===== src/rtl/clock_pkg.sv =====
// Shared definitions for the digital-clock control front end.
// Mode encoding and the default debounce length.
package clock_pkg;

    typedef enum logic [1:0] {
        MODE_RUN     = 2'd0,
        MODE_ADJ_MIN = 2'd1,
        MODE_ADJ_HR  = 2'd2,
        MODE_RSVD    = 2'd3
    } mode_e;

    localparam int DB_CYCLES_DEF = 4;

endpackage


===== src/rtl/btn_debounce.sv =====
// Push-button conditioner: 2-FF synchroniser, debounce counter
// and a single-cycle press pulse on each debounced rising level.
module btn_debounce
    import clock_pkg::*;
#(
    parameter int DB_CYCLES = DB_CYCLES_DEF,
    parameter int DB_W      = 20
) (
    input  logic clk,
    input  logic rst_n,
    input  logic btn_raw,
    output logic press
);

    localparam logic [DB_W-1:0] LAST = DB_W'(DB_CYCLES - 1);

    logic            sync1_q;
    logic            sync2_q;
    logic            stable_q;
    logic            stable_d;
    logic            stable_dly_q;
    logic [DB_W-1:0] cnt_q;
    logic [DB_W-1:0] cnt_d;

    always_comb begin
        stable_d = stable_q;
        cnt_d    = '0;
        if (sync2_q != stable_q) begin
            if (cnt_q == LAST) begin
                stable_d = sync2_q;
            end else begin
                cnt_d = cnt_q + 1'b1;
            end
        end
    end

    always_ff @(posedge clk or negedge rst_n) begin
        if (!rst_n) begin
            sync1_q      <= 1'b0;
            sync2_q      <= 1'b0;
            stable_q     <= 1'b0;
            stable_dly_q <= 1'b0;
            cnt_q        <= '0;
        end else begin
            sync1_q      <= btn_raw;
            sync2_q      <= sync1_q;
            stable_q     <= stable_d;
            stable_dly_q <= stable_q;
            cnt_q        <= cnt_d;
        end
    end

    assign press = stable_q & ~stable_dly_q;

endmodule


===== src/rtl/time_adjust_ctrl.sv =====
// Mode FSM and counter-enable drivers for the digital clock.
// RUN cascades the 1 Hz tick; adjust modes issue single steps.
module time_adjust_ctrl
    import clock_pkg::*;
#(
    parameter int DB_CYCLES = DB_CYCLES_DEF,
    parameter int DB_W      = 20
) (
    input  logic       clk,
    input  logic       reset,
    input  logic       tick_1hz,
    input  logic       btn_mode,
    input  logic       btn_up,
    input  logic       btn_down,
    input  logic       sec_max,
    input  logic       min_max,
    output logic       sec_en,
    output logic       sec_updown,
    output logic       min_en,
    output logic       min_updown,
    output logic       hr_en,
    output logic       hr_updown,
    output logic [1:0] mode,
    output logic       adj_led
);

    logic  p_mode;
    logic  p_up;
    logic  p_down;
    logic  step;

    mode_e mode_q,    mode_d;
    logic  adj_led_q, adj_led_d;
    logic  sec_en_q,  sec_en_d;
    logic  min_en_q,  min_en_d;
    logic  hr_en_q,   hr_en_d;
    logic  sec_ud_q,  sec_ud_d;
    logic  min_ud_q,  min_ud_d;
    logic  hr_ud_q,   hr_ud_d;

    btn_debounce #(.DB_CYCLES(DB_CYCLES), .DB_W(DB_W)) u_db_mode (
        .clk(clk), .rst_n(reset), .btn_raw(btn_mode), .press(p_mode)
    );
    btn_debounce #(.DB_CYCLES(DB_CYCLES), .DB_W(DB_W)) u_db_up (
        .clk(clk), .rst_n(reset), .btn_raw(btn_up), .press(p_up)
    );
    btn_debounce #(.DB_CYCLES(DB_CYCLES), .DB_W(DB_W)) u_db_down (
        .clk(clk), .rst_n(reset), .btn_raw(btn_down), .press(p_down)
    );

    // A step needs exactly one direction and no competing mode press.
    assign step = (p_up ^ p_down) & ~p_mode;

    always_comb begin
        mode_d   = mode_q;
        sec_en_d = 1'b0;
        min_en_d = 1'b0;
        hr_en_d  = 1'b0;
        sec_ud_d = sec_ud_q;
        min_ud_d = min_ud_q;
        hr_ud_d  = hr_ud_q;
        case (mode_q)
            MODE_RUN: begin
                sec_en_d = tick_1hz;
                min_en_d = tick_1hz & sec_max;
                hr_en_d  = tick_1hz & sec_max & min_max;
                sec_ud_d = 1'b1;
                min_ud_d = 1'b1;
                hr_ud_d  = 1'b1;
                if (p_mode) mode_d = MODE_ADJ_MIN;
            end
            MODE_ADJ_MIN: begin
                if (p_mode) begin
                    mode_d = MODE_ADJ_HR;
                end else if (step) begin
                    min_en_d = 1'b1;
                    min_ud_d = p_up;
                end
            end
            MODE_ADJ_HR: begin
                if (p_mode) begin
                    mode_d = MODE_RUN;
                end else if (step) begin
                    hr_en_d = 1'b1;
                    hr_ud_d = p_up;
                end
            end
            default: mode_d = MODE_RUN;
        endcase
        adj_led_d = (mode_d == MODE_ADJ_MIN) || (mode_d == MODE_ADJ_HR);
    end

    always_ff @(posedge clk or negedge reset) begin
        if (!reset) begin
            mode_q    <= MODE_RUN;
            adj_led_q <= 1'b0;
            sec_en_q  <= 1'b0;
            min_en_q  <= 1'b0;
            hr_en_q   <= 1'b0;
            sec_ud_q  <= 1'b0;
            min_ud_q  <= 1'b0;
            hr_ud_q   <= 1'b0;
        end else begin
            mode_q    <= mode_d;
            adj_led_q <= adj_led_d;
            sec_en_q  <= sec_en_d;
            min_en_q  <= min_en_d;
            hr_en_q   <= hr_en_d;
            sec_ud_q  <= sec_ud_d;
            min_ud_q  <= min_ud_d;
            hr_ud_q   <= hr_ud_d;
        end
    end

    assign mode       = mode_q;
    assign adj_led    = adj_led_q;
    assign sec_en     = sec_en_q;
    assign min_en     = min_en_q;
    assign hr_en      = hr_en_q;
    assign sec_updown = sec_ud_q;
    assign min_updown = min_ud_q;
    assign hr_updown  = hr_ud_q;

endmodule


===== config.mk =====
export PLATFORM = sky130hd
export DESIGN_NAME = time_adjust_ctrl
export DESIGN_NICKNAME = d
export VERILOG_FILES = /design/src/rtl/clock_pkg.sv /design/src/rtl/btn_debounce.sv /design/src/rtl/time_adjust_ctrl.sv
export SDC_FILE = /design/constraint.sdc
export NUM_CORES = 1
export LEC_CHECK = 0
export CAP_MARGIN = 20
export CELL_PAD_IN_SITES_DETAIL_PLACEMENT = 1
export CELL_PAD_IN_SITES_GLOBAL_PLACEMENT = 1
export CORE_ASPECT_RATIO = 2
export CORE_UTILIZATION = 43
export CTS_CLUSTER_DIAMETER = 100
export DETAILED_ROUTE_END_ITERATION = 8
export HOLD_SLACK_MARGIN = 0.08
export PLACE_DENSITY_LB_ADDON = 0.1
export SLEW_MARGIN = 5
export SYNTH_ARGS = -nofsm -noshare
export SYNTH_HDL_FRONTEND = slang
export SYNTH_SLANG_ARGS = --single-unit

===== constraint.sdc =====
create_clock -name clk -period 1.85 [get_ports clk]
set_clock_uncertainty 0.15 [all_clocks]
set_input_delay 0.37 -clock clk [delete_from_list [all_inputs] [get_ports clk]]
set_output_delay 0.37 -clock clk [all_outputs]
set_load 0.02 [all_outputs]

# Yosys cells after proc, flatten, opt, wreduce, memory -nomap -nowiden
# Cells that the tools add are included.
# W data, S select, Z words.
# op_classes
n_bitwise,11
eq_ne,14
n_mux,19
n_reduce_logical,9
n_addsub,3
# ops
op,count
$mux W20,6
$add A20 B1 Y20 const B,3
$eq A20 B2 Y1 const B,3
$ne A2 B2 Y1 const B,4
$pmux W1 S2,4
$and A1 B1 Y1,6
$mux W2,3
$pmux W2 S3,1
$reduce_and A2 Y1,3
$reduce_and A3 Y1,2
$mux W1,5
$eq A2 B1 Y1 const B,2
$eq A2 B2 Y1 const B,2
$not A1 Y1,4
$reduce_bool A2 Y1,2
$ne A1 B1 Y1,3
$logic_not A2 Y1,1
$logic_or A1 B1 Y1,1
$xor A1 B1 Y1,1
# word_totals
elab_cells,79
ff_bits,81

# Longest topological paths before layout
# logic_depth
ltp_word,7
depth_mapped,6
depth_no_buf,5

# Cells and area by module
# A second synthesis with hierarchy kept.
# unflattened
hier_cells,378
hier_area_um2,4005.1
# modules_own_cells
module,area_per_inst_um2,cells_each,n_inst
btn_debounce,1193.6,114,3
time_adjust_ctrl,424.2,36,1

# Worst setup path before layout
# No wires, ideal clock.
# synth_timing
path_type,reg2reg
start,register u_db_mode.cnt_q[17]
end,register u_db_mode.cnt_q[14]
setup_ps,119
path_stages_with_launch,5
path_slack_ps,4
period_less_slack_ps,1846
path_buffers,1
t_arrival_ps,1577
required_time_ps,1581
cell_sequence,dfrtp_1 -> or4_1 -> o31ai_4 -> buf_6 -> nor2_1
# synth_between
elab_chain_cells,3
# synth_rtl
item,line_no,source
start: declaration,btn_debounce.sv:22,logic [DB_W-1:0] cnt_q;
start signal: assignment,btn_debounce.sv:49,cnt_q <= cnt_d;
$eq A20 B2 Y1,btn_debounce.sv:29,if (cnt_q == LAST) begin
$mux W20,btn_debounce.sv:29,
$mux W20,btn_debounce.sv:28,if (sync2_q != stable_q) begin
via u_db_mode.cnt_d[14],btn_debounce.sv:23,logic [DB_W-1:0] cnt_d;
# The timed path passes the listed nets, and every way through them passes these cells.
# A chain may end at the register's enable or synchronous reset.

# Final worst setup path
# layout_timing
start,register mode_q[1] (netlist: mode[1])
end,output port mode[1]
# layout_rtl
item,line_no,source
start: declaration,time_adjust_ctrl.sv:32,"mode_e mode_q, mode_d;"
start signal: assignment,time_adjust_ctrl.sv:104,mode_q <= mode_d;
end: declaration,time_adjust_ctrl.sv:23,"output logic [1:0] mode,"
# No word-level cell between the ends.

==> metrics <==
DP Wirelength around 6.7 mm; P_leak 2.14 nW; status complete, no violations; Worst-Skew Late Latency between 300 and 400 ps; HP Class reg -> reg; Max-slew headroom 0.712; Starting Density 0.446; top-area cell type share of the netlist area 0.525; Worst EP arrival between 1000 and 1500 ps; Reg2Reg Setup Slack around 33 ps; Post-Synthesis Cells 380; number of antenna violations at the first check in global routing 0; All-Layer GR Usage 0.224; vias in the first global route ~3300; Netlist Area Pre-Place between 3000 and 4000 um^2; syn avg cell area about 10 um^2; Worst setup SP type register; Reg clk slew, reported paths roughly 60 ps; min Tclk post-route 1820 ps; Die Area roughly 9400 um^2; Worst Path Buf+Inv 1; RSZ-0062 raised after global routing true; R2R Path End u_db_mode.stable_q$_DFFE_PN0P_; post-route setup TNS 0 ps; #FFs+latches synth just over 80; total number of vias ~3100; Iteration-0 DRC Markers 83; number of vias per cell around 5.6; Cell Rows 48; wire length per cell around 17 um; slowest stage delay, CP roughly 610 ps; Worst Tran Pin Value roughly 430 ps; detailed-route DRC error count 0; CTS tree built; synthesis warning total 0; CTS Buffer Depth 2; CP max stage cell clkdlybuf4s50_1; global placer's final weighted congestion 0.836; ys async rst share 1.00; Post-Syn Nets 394; Crit path max-delay family buffers and inverters; CP max FO 2; reg-to-reg startpoint u_db_mode.cnt_q[9]$_DFF_PN0_; FF/Latch Area just over 2000 um^2; area of the multi-input gates approximately 1800 um^2; worst hold endpoint u_db_up.sync2_q$_DFF_PN0_; # IOs 17; crit share post-route 0.982; Final Setup Violations 0; Max VDD drop 0.767 mV; fin. max-slew vios 0; DR pass1 iterations 4; CP cell instances clkdlybuf4s50_1; Die Wd around 69 um; Post-synth EDFFs 0; DP Area ~4400 um^2; CP required between 1000 and 1500 ps; port bufs 16; Root Buffer clkbuf_16; Setup crit end kind output port; final instance area between 4000 and 5000 um^2; chip height between 100 and 150 um; Fill cells 964; area of the core between 8000 and 9000 um^2; Most used DFF post-synth dfrtp_1; unique cell type count in the Yosys netlist 40; layout cell share with drive strength beyond 1 0.209; H-tree depth 3; sequential share of the synthesized area 0.525; final hold vios 0; total congestion overflow 0; min-delay src u_db_up.sync1_q$_DFF_PN0_; largest cells by area after synthesis dfrtp_1 (53%), nor2_1 (6.3%), xnor2_1 (5.7%), xor2_1 (5.0%), nand4_1 (3.4%); Worst path depth 1; Final ANT Viol Nets 0; total power per unit cell area 1110 nW/um^2; drt total wl ~9.5 mm; maxcap violations 0; most frequent cells after synthesis dfrtp_1 (81), nor2_1 (65), xnor2_1 (25); maximum clock frequency approximately 550 MHz; area grow syn2layout 27.2%; critical path class reg -> out; CTS Sinks 81; area leader, netlist dfrtp_1; most common cell in the synthesized netlist dfrtp_1; largest net degree at the start of global routing 30; NumNets Final between 400 and 500; worst r2r path cells 4; WHS Path Cells 0; ant diodes 0; first-pass GRT wire length between 15 and 20 mm; CTS buffer count 9
==> per-stage QoR <==
step	utilization	std cells	total power, mW	hold WS, ps	setup slack (ps)
after floorplan	-	380	2.89	-75.6	4.30
after global placement	0.512	529	3.44	155	-3.17
after detailed placement	0.512	529	3.49	159	-59.0
after CTS	0.551	546	5.44	203	2.06
after global routing	0.568	555	5.71	212	-87.5
final	0.568	555	5.43	202	33.3
==> worst max-delay path by stage <==
stage	slack, ps	end	from
3_5_place_dp	-60	u_db_mode.stable_q$_DFFE_PN0P_	u_db_mode.cnt_q[17]$_DFF_PN0_
4_1_cts	2	u_db_mode.stable_q$_DFFE_PN0P_	u_db_mode.cnt_q[17]$_DFF_PN0_
3_3_place_gp	-3	u_db_mode.stable_q$_DFFE_PN0P_	u_db_mode.cnt_q[17]$_DFF_PN0_
5_1_grt	-90	u_db_mode.cnt_q[17]$_DFF_PN0_	u_db_mode.cnt_q[0]$_DFF_PN0_
2_1_floorplan	4	u_db_mode.cnt_q[14]$_DFF_PN0_	u_db_mode.cnt_q[17]$_DFF_PN0_
6_report	30	mode[1]	mode[1]$_DFF_PN0_
==> cell usage in the layout (no fill, tap or decap), types with 6 or more instances in the layout <==
master and count:
clkdlybuf4s50_1 11, nand2b_1 7, nand3_1 19, a21oi_1 7, dfrtp_1 78, clkbuf_16 9
buf_4 48, ha_1 6, nor4_1 15, nand4_1 21, nor2_1 65, nor3_1 7
nand2_1 19, inv_1 9, o21ai_0 8, xnor2_1 25, xor2_1 22
==> cells by family (layout without fill, tap and decap cells) <==
logic type,count (synthesis),in the layout,synth area share
simple gates,196,196,0.268
flops,81,81,0.525
xor+xnor,47,47,0.107
compound gates,25,25,0.0422
buf+inv,19,94,0.0220
fa+ha+maj,6,6,0.0195
mux,6,6,0.0165
==> where the power goes <==
part,switching (mW),internal (mW),leakage [nW]
logic,0.773,0.605,0.923
clock network,0.727,1.19,0.149
registers,0.157,1.98,1.07
total,1.66,3.77,2.14
==> sequential cells by signal, summed over array words and instances (netlist names), 2 cells and up <==
name and count:
u_db_up.cnt_q 20, mode 2, u_db_down.cnt_q 20, u_db_mode.cnt_q 20
==> final cells by class <==
class,count,share of cell area
Clock buffer,10,0.0466
Clock inverter,6,0.0189
Inverter,9,0.00688
Multi-Input combinational cell,280,0.368
Sequential cell,81,0.414
Tap cell,100,0.0255
Timing Repair Buffer,69,0.121
==> what timing repair did <==
item,in CTS,in global routing
endpoints found under the setup margin,3,29
pin swaps,0,4
hold buffers,1,0
resized for setup,3,21
setup buffers,0,9
hold endpoints to repair,22,0
==> layer usage <==
layer | wire (um) | vias to the layer above | share of wire | GRT usage
li1 | - | 1480 | - | -
met1 | 3490 | 1589 | 0.37 | 0.212
met2 | 5610 | 26 | 0.59 | 0.430
met3 | 157 | 18 | 0.016 | 0.0520
met4 | 283 | 0 | 0.030 | 0.0862
met5 | 0 | - | 0 | 0
No activity file was read; power rests on OpenSTA's default activity.
